**src/rtl/seq_loop_status_tracker_if.sv**
```systemverilog
// Block-level handshake and FSM state of an HLS kernel, as seen by a passive observer.
// The kernel (or a bench) drives through master; the tracker only listens through slave.
interface seq_loop_status_tracker_if #(
    parameter int STATE_W = 4
);
    logic               ap_start;
    logic               ap_ready;
    logic               ap_done;
    logic               ap_continue;
    logic [STATE_W-1:0] cur_state;

    modport master (
        output ap_start,
        output ap_ready,
        output ap_done,
        output ap_continue,
        output cur_state
    );

    modport slave (
        input ap_start,
        input ap_ready,
        input ap_done,
        input ap_continue,
        input cur_state
    );
endinterface

```
**src/rtl/seq_loop_status_tracker.sv**
```systemverilog
// Passive run-time statistics for an HLS kernel: transaction counts and latencies,
// plus entry/exit, trip count and per-iteration latency of one sequential loop.
module seq_loop_status_tracker #(
    parameter int STATE_W = 4,
    parameter int CNT_W   = 32
) (
    input  logic                 clock,
    input  logic                 reset,
    seq_loop_status_tracker_if.slave kernel,
    input  logic                 finish,
    input  logic [STATE_W-1:0]   pre_loop_state,
    input  logic [STATE_W-1:0]   post_loop_state,
    input  logic [STATE_W-1:0]   quit_loop_state,
    input  logic [STATE_W-1:0]   iter_start_state,
    input  logic [STATE_W-1:0]   iter_end_state,
    input  logic                 pre_states_valid,
    input  logic                 post_states_valid,
    input  logic                 quit_states_valid,
    input  logic                 iter_end_states_valid,
    input  logic                 one_state_loop,
    output logic                 busy,
    output logic [CNT_W-1:0]     start_count,
    output logic [CNT_W-1:0]     done_count,
    output logic [CNT_W-1:0]     ready_count,
    output logic [CNT_W-1:0]     last_module_latency,
    output logic                 loop_active,
    output logic [CNT_W-1:0]     loop_exec_count,
    output logic [CNT_W-1:0]     iter_count,
    output logic [CNT_W-1:0]     last_trip_count,
    output logic [CNT_W-1:0]     last_iter_latency,
    output logic                 frozen
);
    localparam logic [CNT_W-1:0] CNT_ONE = CNT_W'(1);

    logic [STATE_W-1:0] prev_state;
    logic [CNT_W-1:0]   mod_cnt;
    logic [CNT_W-1:0]   iter_cnt;

    logic               accept;
    logic               complete;
    logic [CNT_W-1:0]   mod_now;
    logic               at_iter_start;
    logic               entry;
    logic               loop_exit;
    logic               in_loop;
    logic               iter_begin;
    logic               iter_done;
    logic [CNT_W-1:0]   iter_now;
    logic [CNT_W-1:0]   iter_count_nxt;
    logic               hold;

    // mod_now / iter_now are the cycle counts including the current cycle,
    // so an event in this cycle captures an inclusive latency.
    always_comb begin
        accept         = kernel.ap_start & ~busy;
        complete       = kernel.ap_done & kernel.ap_continue & (busy | accept);
        mod_now        = accept ? CNT_ONE : mod_cnt + CNT_ONE;

        at_iter_start  = (kernel.cur_state == iter_start_state);
        entry          = ~loop_active & pre_states_valid
                         & (prev_state == pre_loop_state) & at_iter_start;
        loop_exit      = loop_active & quit_states_valid & (prev_state == quit_loop_state)
                         & post_states_valid & (kernel.cur_state == post_loop_state);
        in_loop        = loop_active | entry;
        iter_begin     = at_iter_start
                         & (entry | (prev_state != iter_start_state) | one_state_loop);
        iter_now       = iter_begin ? CNT_ONE : iter_cnt + CNT_ONE;

        iter_done      = 1'b0;
        if (in_loop) begin
            if (one_state_loop)
                iter_done = at_iter_start;
            else
                iter_done = iter_end_states_valid & (kernel.cur_state == iter_end_state)
                            & (prev_state != iter_end_state);
        end

        // an iteration that ends on the exit cycle still belongs to the trip count
        iter_count_nxt = (entry ? '0 : iter_count) + (iter_done ? CNT_ONE : '0);
        hold           = frozen | finish;
    end

    always_ff @(posedge clock or negedge reset) begin
        if (!reset) begin
            prev_state          <= '0;
            mod_cnt             <= '0;
            iter_cnt            <= '0;
            busy                <= 1'b0;
            start_count         <= '0;
            done_count          <= '0;
            ready_count         <= '0;
            last_module_latency <= '0;
            loop_active         <= 1'b0;
            loop_exec_count     <= '0;
            iter_count          <= '0;
            last_trip_count     <= '0;
            last_iter_latency   <= '0;
            frozen              <= 1'b0;
        end else begin
            prev_state <= kernel.cur_state;
            frozen     <= hold;
            if (!hold) begin
                if (accept)
                    start_count <= start_count + CNT_ONE;
                if (accept | busy)
                    mod_cnt <= mod_now;
                if (complete) begin
                    done_count          <= done_count + CNT_ONE;
                    last_module_latency <= mod_now;
                    busy                <= 1'b0;
                end else if (accept) begin
                    busy <= 1'b1;
                end
                if (kernel.ap_ready)
                    ready_count <= ready_count + CNT_ONE;

                if (in_loop | iter_begin)
                    iter_cnt <= iter_now;
                if (entry)
                    loop_exec_count <= loop_exec_count + CNT_ONE;
                iter_count <= iter_count_nxt;
                if (iter_done)
                    last_iter_latency <= iter_now;
                if (loop_exit) begin
                    loop_active     <= 1'b0;
                    last_trip_count <= iter_count_nxt;
                end else if (entry) begin
                    loop_active <= 1'b1;
                end
            end
        end
    end
endmodule

```
**src/flat_wrapper.sv**
```systemverilog
// flat-port wrapper written by rule: the top's interface ports become plain ports
module seq_loop_status_tracker_flat 
#(
    parameter int STATE_W = 4,
    parameter int CNT_W   = 32
)
  (clock, reset, finish, pre_loop_state, post_loop_state, quit_loop_state, iter_start_state, iter_end_state, pre_states_valid, post_states_valid, quit_states_valid, iter_end_states_valid, one_state_loop, busy, start_count, done_count, ready_count, last_module_latency, loop_active, loop_exec_count, iter_count, last_trip_count, last_iter_latency, frozen, kernel_ap_start, kernel_ap_ready, kernel_ap_done, kernel_ap_continue, kernel_cur_state);
  seq_loop_status_tracker_if #(.STATE_W(STATE_W)) kernel_i ();
  input  logic clock;
  input  logic reset;
  input  logic finish;
  input  logic [STATE_W-1:0] pre_loop_state;
  input  logic [STATE_W-1:0] post_loop_state;
  input  logic [STATE_W-1:0] quit_loop_state;
  input  logic [STATE_W-1:0] iter_start_state;
  input  logic [STATE_W-1:0] iter_end_state;
  input  logic pre_states_valid;
  input  logic post_states_valid;
  input  logic quit_states_valid;
  input  logic iter_end_states_valid;
  input  logic one_state_loop;
  output logic busy;
  output logic [CNT_W-1:0] start_count;
  output logic [CNT_W-1:0] done_count;
  output logic [CNT_W-1:0] ready_count;
  output logic [CNT_W-1:0] last_module_latency;
  output logic loop_active;
  output logic [CNT_W-1:0] loop_exec_count;
  output logic [CNT_W-1:0] iter_count;
  output logic [CNT_W-1:0] last_trip_count;
  output logic [CNT_W-1:0] last_iter_latency;
  output logic frozen;
  input wire logic [$bits(kernel_i.ap_start)-1:0] kernel_ap_start;
  input wire logic [$bits(kernel_i.ap_ready)-1:0] kernel_ap_ready;
  input wire logic [$bits(kernel_i.ap_done)-1:0] kernel_ap_done;
  input wire logic [$bits(kernel_i.ap_continue)-1:0] kernel_ap_continue;
  input wire logic [$bits(kernel_i.cur_state)-1:0] kernel_cur_state;
  assign kernel_i.ap_start = kernel_ap_start;
  assign kernel_i.ap_ready = kernel_ap_ready;
  assign kernel_i.ap_done = kernel_ap_done;
  assign kernel_i.ap_continue = kernel_ap_continue;
  assign kernel_i.cur_state = kernel_cur_state;
  seq_loop_status_tracker #(.STATE_W(STATE_W), .CNT_W(CNT_W)) u_core (.clock(clock), .reset(reset), .kernel(kernel_i), .finish(finish), .pre_loop_state(pre_loop_state), .post_loop_state(post_loop_state), .quit_loop_state(quit_loop_state), .iter_start_state(iter_start_state), .iter_end_state(iter_end_state), .pre_states_valid(pre_states_valid), .post_states_valid(post_states_valid), .quit_states_valid(quit_states_valid), .iter_end_states_valid(iter_end_states_valid), .one_state_loop(one_state_loop), .busy(busy), .start_count(start_count), .done_count(done_count), .ready_count(ready_count), .last_module_latency(last_module_latency), .loop_active(loop_active), .loop_exec_count(loop_exec_count), .iter_count(iter_count), .last_trip_count(last_trip_count), .last_iter_latency(last_iter_latency), .frozen(frozen));
endmodule
```
**config.mk**
```make
export PLATFORM = sky130hd
export DESIGN_NAME = seq_loop_status_tracker_flat
export DESIGN_NICKNAME = d
export VERILOG_FILES = /design/src/rtl/seq_loop_status_tracker_if.sv /design/src/rtl/seq_loop_status_tracker.sv /design/src/flat_wrapper.sv
export SDC_FILE = /design/constraint.sdc
export NUM_CORES = 1
export LEC_CHECK = 0
export ABC_AREA = 1
export ABC_CLOCK_PERIOD_IN_PS = 2400
export CAP_MARGIN = 10
export CORE_ASPECT_RATIO = 0.6
export CORE_MARGIN = 3
export CORE_UTILIZATION = 45
export CTS_CLUSTER_SIZE = 20
export DETAILED_ROUTE_END_ITERATION = 16
export GPL_TIMING_DRIVEN = 0
export PLACE_DENSITY = 0.68
export SLEW_MARGIN = 30
export SYNTH_ARGS = -nofsm -noshare
export SYNTH_HDL_FRONTEND = slang
export SYNTH_SLANG_ARGS = --single-unit
export TNS_END_PERCENT = 50
```
**constraint.sdc**
```tcl
create_clock -name clock -period 2.4 [get_ports clock]
set_input_delay 0.48 -clock clock [delete_from_list [all_inputs] [get_ports clock]]
set_output_delay 0.48 -clock clock [all_outputs]
set_load 0.1 [all_outputs]
```
==> impl_results.md <==
- #FFs+latches synth: 327
- Worst skew pair latency: 530 ps
- Hold Path Cell Cnt: 1
- Status: finished, violations left
- Row Count: 54
- VDD IR max: 509 µV
- Vias: 16.3k
- Worst min-delay path endpoint: u_core.prev_state[1]
- Wirelength per Cell: 17.8 µm
- CTS root buffer: clkbuf_16
- Unique masters post-synth: 57
- Pwr dens: 568 mW/mm²
- H-tree depth: 2
- Req. time, crit path: 2860 ps
- Setup crit start kind: flip-flop
- Syn_area_per_cell: 7.87 µm²
- Fin. Hold Viols: 0
- HP Class: in2reg
- PnR worst setup slack: -279 ps
- I/O pin count: 295
- Number of global-route vias before repair: 15.4k
- Final setup viols: 58
- Reg-to-reg slack, setup: -280 ps
- Crit path kind: reg2reg
- Iteration count of the initial detailed-routing pass: 6
- Slowest stage delay, CP: 500 ps
- Inserted Clock Buffers: 35
- Critical path's top delay family: simple AND/OR/NAND/NOR gates
- Placer congestion estimate: 0.950
- Via density: 5.22
- Initial core utilization: 0.465
- HP Start: kernel_cur_state[1]
- Commonest non-fill, non-tap cell in the layout: nand2_1
- Cell Area, Placed: 0.0208 mm²
- Max_cap viols: 0
- Mapped Cells: 2185
- Met2 wire len: 24400 µm
- Synth warn: 0
- Rel. slew slack: 0.325
- FFs w/ async S/R, synth: 1.00
- RSZ-0062 raised after global routing: yes
- Final Cycle Share: 1.12
- CTS tree: done
- DR top layer: met4
- Die Y: 157 µm
- CP bufs+invs: 4
- Post-synth EDFFs: 0
- Multi-input gate area: 0.00874 mm²
- Antenna viol nets, final: 0
- Synthesis-to-finish area growth: 34.5%
- Clock transition at path regs: 60 ps
- Post-layout instance area: 0.0231 mm²
- Routed wire length: 55500 µm
- Fin nets: 2629
- Fraction of layout cells with a size suffix above 1: 0.164
- Leading cell types in the layout, fill and taps excluded: 685 x nand2_1, 322 x dfrtp_1, 201 x dlygate4sd2_1
- Core Util, Final: 0.625
- Final HPWL DP: 40800 µm
- CP Cell Sequence: inv_4 > nand2_1 > nor2_2 > nand3_2 > nor2_4 > buf_6 > o21ai_4 > inv_2 > ha_4 > ha_4 > nand2_2 > inv_2 > nand3_4 > nor2_4 > nand2_4 > nor2_4 > nand2_1 > nand2_1 > nand3_1 > nand2_1
- CTS Buffer Depth: 3
- RR Startpoint: u_core.loop_active
- Hold slack final: 297 ps
- ANT cells: 0
- DRC: 0
- DRT iter0 DRCs: 1302
- Most used flip-flop cell after synthesis: dfrtp_1
- Worst EP arrival: 3140 ps
- Static leakage: 11.8 nW
- Worst-path fanout max: 6
- CP dominant cell by count: nand2_1
- CTS Sinks: 327
- Failing checks: negative setup slack
- Placed Cells: 2987
- Die area: 0.0406 mm²
- Syn Nets: 2230
- Overall Global Routing Usage: 0.269
- Met1 WL: 26000 µm
- GRT overflow: 0
- Reg area: 0.00819 mm²
- Port Buffers: 294
- Core box area: 0.0370 mm²
- Final min period: 2680 ps
- Die Span X: 258 µm
- Slew @ Worst Pin: 1020 ps
- Initial antenna violation count: 0
- Worst path slowest cell: dfrtp_4
- Largest net degree at the start of global routing: 87
- Fmax: 0.373 GHz
- Worst r2r path cells: 20
- Filler instances: 3247
- Clk_skew: 16.8 ps
- Endpoint class of the critical path: flip-flop
- Met3 wire length: 3760 µm
- Seq/Total Area, Yosys: 0.476
- RR Endpoint: u_core.iter_count[30]
- Cell Area, Synth: 0.0172 mm²
- First-pass GRT wire length: 87000 µm
- Aggregate negative setup slack: -7730 ps
- Slew Limit Fails: 0
- Non-filler cells, final: 3114
==> cell usage after synthesis, types with 2 or more instances <==
master / count / share of area
nand3_2: 5 / 0.0029
nor2_4: 9 / 0.0059
nand4_1: 46 / 0.017
buf_1: 7 / 0.0015
o22ai_1: 3 / 0.0011
nor2_1: 190 / 0.041
o21a_1: 2 / 0.00087
dfrtp_1: 327 / 0.48
inv_2: 12 / 0.0026
nor2_8: 3 / 0.0035
xnor2_1: 50 / 0.025
nor3b_1: 2 / 0.00087
buf_2: 18 / 0.0052
nand2_4: 2 / 0.0013
clkbuf_1: 25 / 0.0055
nor4_1: 20 / 0.0073
or2_2: 4 / 0.0015
nand2_1: 711 / 0.16
a21oi_1: 18 / 0.0052
nand2_2: 7 / 0.0025
nor3_1: 69 / 0.020
nand3b_2: 2 / 0.0013
xor2_1: 107 / 0.055
nor3_2: 4 / 0.0023
ha_1: 9 / 0.0066
nand3b_1: 3 / 0.0013
inv_1: 202 / 0.044
nor3_4: 2 / 0.0019
o21ai_1: 2 / 0.00058
o211ai_1: 2 / 0.00087
a31o_2: 2 / 0.0010
o21bai_1: 3 / 0.0013
nand3_1: 168 / 0.049
buf_6: 3 / 0.0020
a31oi_1: 2 / 0.00073
nor2_2: 19 / 0.0069
o21ai_0: 105 / 0.031
==> layout make-up <==
| type | instances | share of cell area |
|---|---|---|
| Buffer | 54 | 0.0152 |
| Clock buffer | 50 | 0.0452 |
| Clock inverter | 13 | 0.0108 |
| Inverter | 215 | 0.0353 |
| Multi-Input combinational cell | 1589 | 0.378 |
| Sequential cell | 327 | 0.354 |
| Tap cell | 504 | 0.0273 |
| Timing Repair Buffer | 362 | 0.134 |
==> timing repair <==
item	4_1_cts	5_1_grt
setup endpoints to repair	349	219
resized for setup	345	175
hold endpoints to repair	29	0
gates cloned	0	1
buffers inserted	29	34
hold buffers	1	0
pin swaps	40	51
==> flip-flops by register name, summed over array words and instances, names as in the netlist <==
| signal | flops |
|---|---|
| u_core.last_module_latency | 32 |
| u_core.iter_cnt | 32 |
| u_core.done_count | 32 |
| u_core.last_trip_count | 32 |
| u_core.iter_count | 32 |
| u_core.start_count | 32 |
| u_core.loop_active | 1 |
| u_core.prev_state | 4 |
| u_core.frozen | 1 |
| u_core.busy | 1 |
| u_core.mod_cnt | 32 |
| u_core.ready_count | 32 |
| u_core.last_iter_latency | 32 |
| u_core.loop_exec_count | 32 |
==> how the worst max path moves through the flow <==
stage / depth (start not counted) / to / slack, ps / from
2_1_floorplan: 19 / u_core.iter_count[30] / -280 / u_core.loop_active
3_3_place_gp: 1 / u_core.loop_active / -16020 / reset
3_5_place_dp: 21 / u_core.last_trip_count[16] / -1280 / kernel_cur_state[0]
4_1_cts: 21 / u_core.iter_count[30] / -230 / u_core.prev_state[2]
5_1_grt: 20 / u_core.iter_count[30] / -430 / u_core.prev_state[2]
6_report: 20 / u_core.iter_count[30] / -280 / u_core.loop_active
==> per-stage QoR <==
stage                     setup slack (ps)  total power [mW]
after global placement              -16020              7.04
after detailed placement             -1280              7.06
final                                 -279              13.1
after global routing                  -427              13.7
after CTS                             -227              13.2
after floorplan                       -285              6.60
==> cell families (layout without fill, tap and decap cells) <==
| group | count (synthesis) | count (layout) | share of synthesized area |
|---|---|---|---|
| simple gates | 1275 | 1275 | 0.328 |
| flops | 327 | 327 | 0.476 |
| xor+xnor | 157 | 157 | 0.0800 |
| buf+inv | 269 | 694 | 0.0617 |
| compound gates | 148 | 148 | 0.0476 |
| fa+ha+maj | 9 | 9 | 0.00655 |
==> layer usage <==
metal,global-route usage,vias up
met3,0.0494,78
met5,0,-
li1,-,7773
met2,0.407,557
met1,0.396,7847
met4,0.0753,0
==> power by group <==
group          internal [mW]  leakage (nW)  switching (mW)  total [mW]
Clock                   3.79         0.628            2.31        6.11
Combinational          0.336          6.90           0.896        1.23
Sequential              5.64          4.32           0.150        5.79
(Power assumes the default switching activity.)
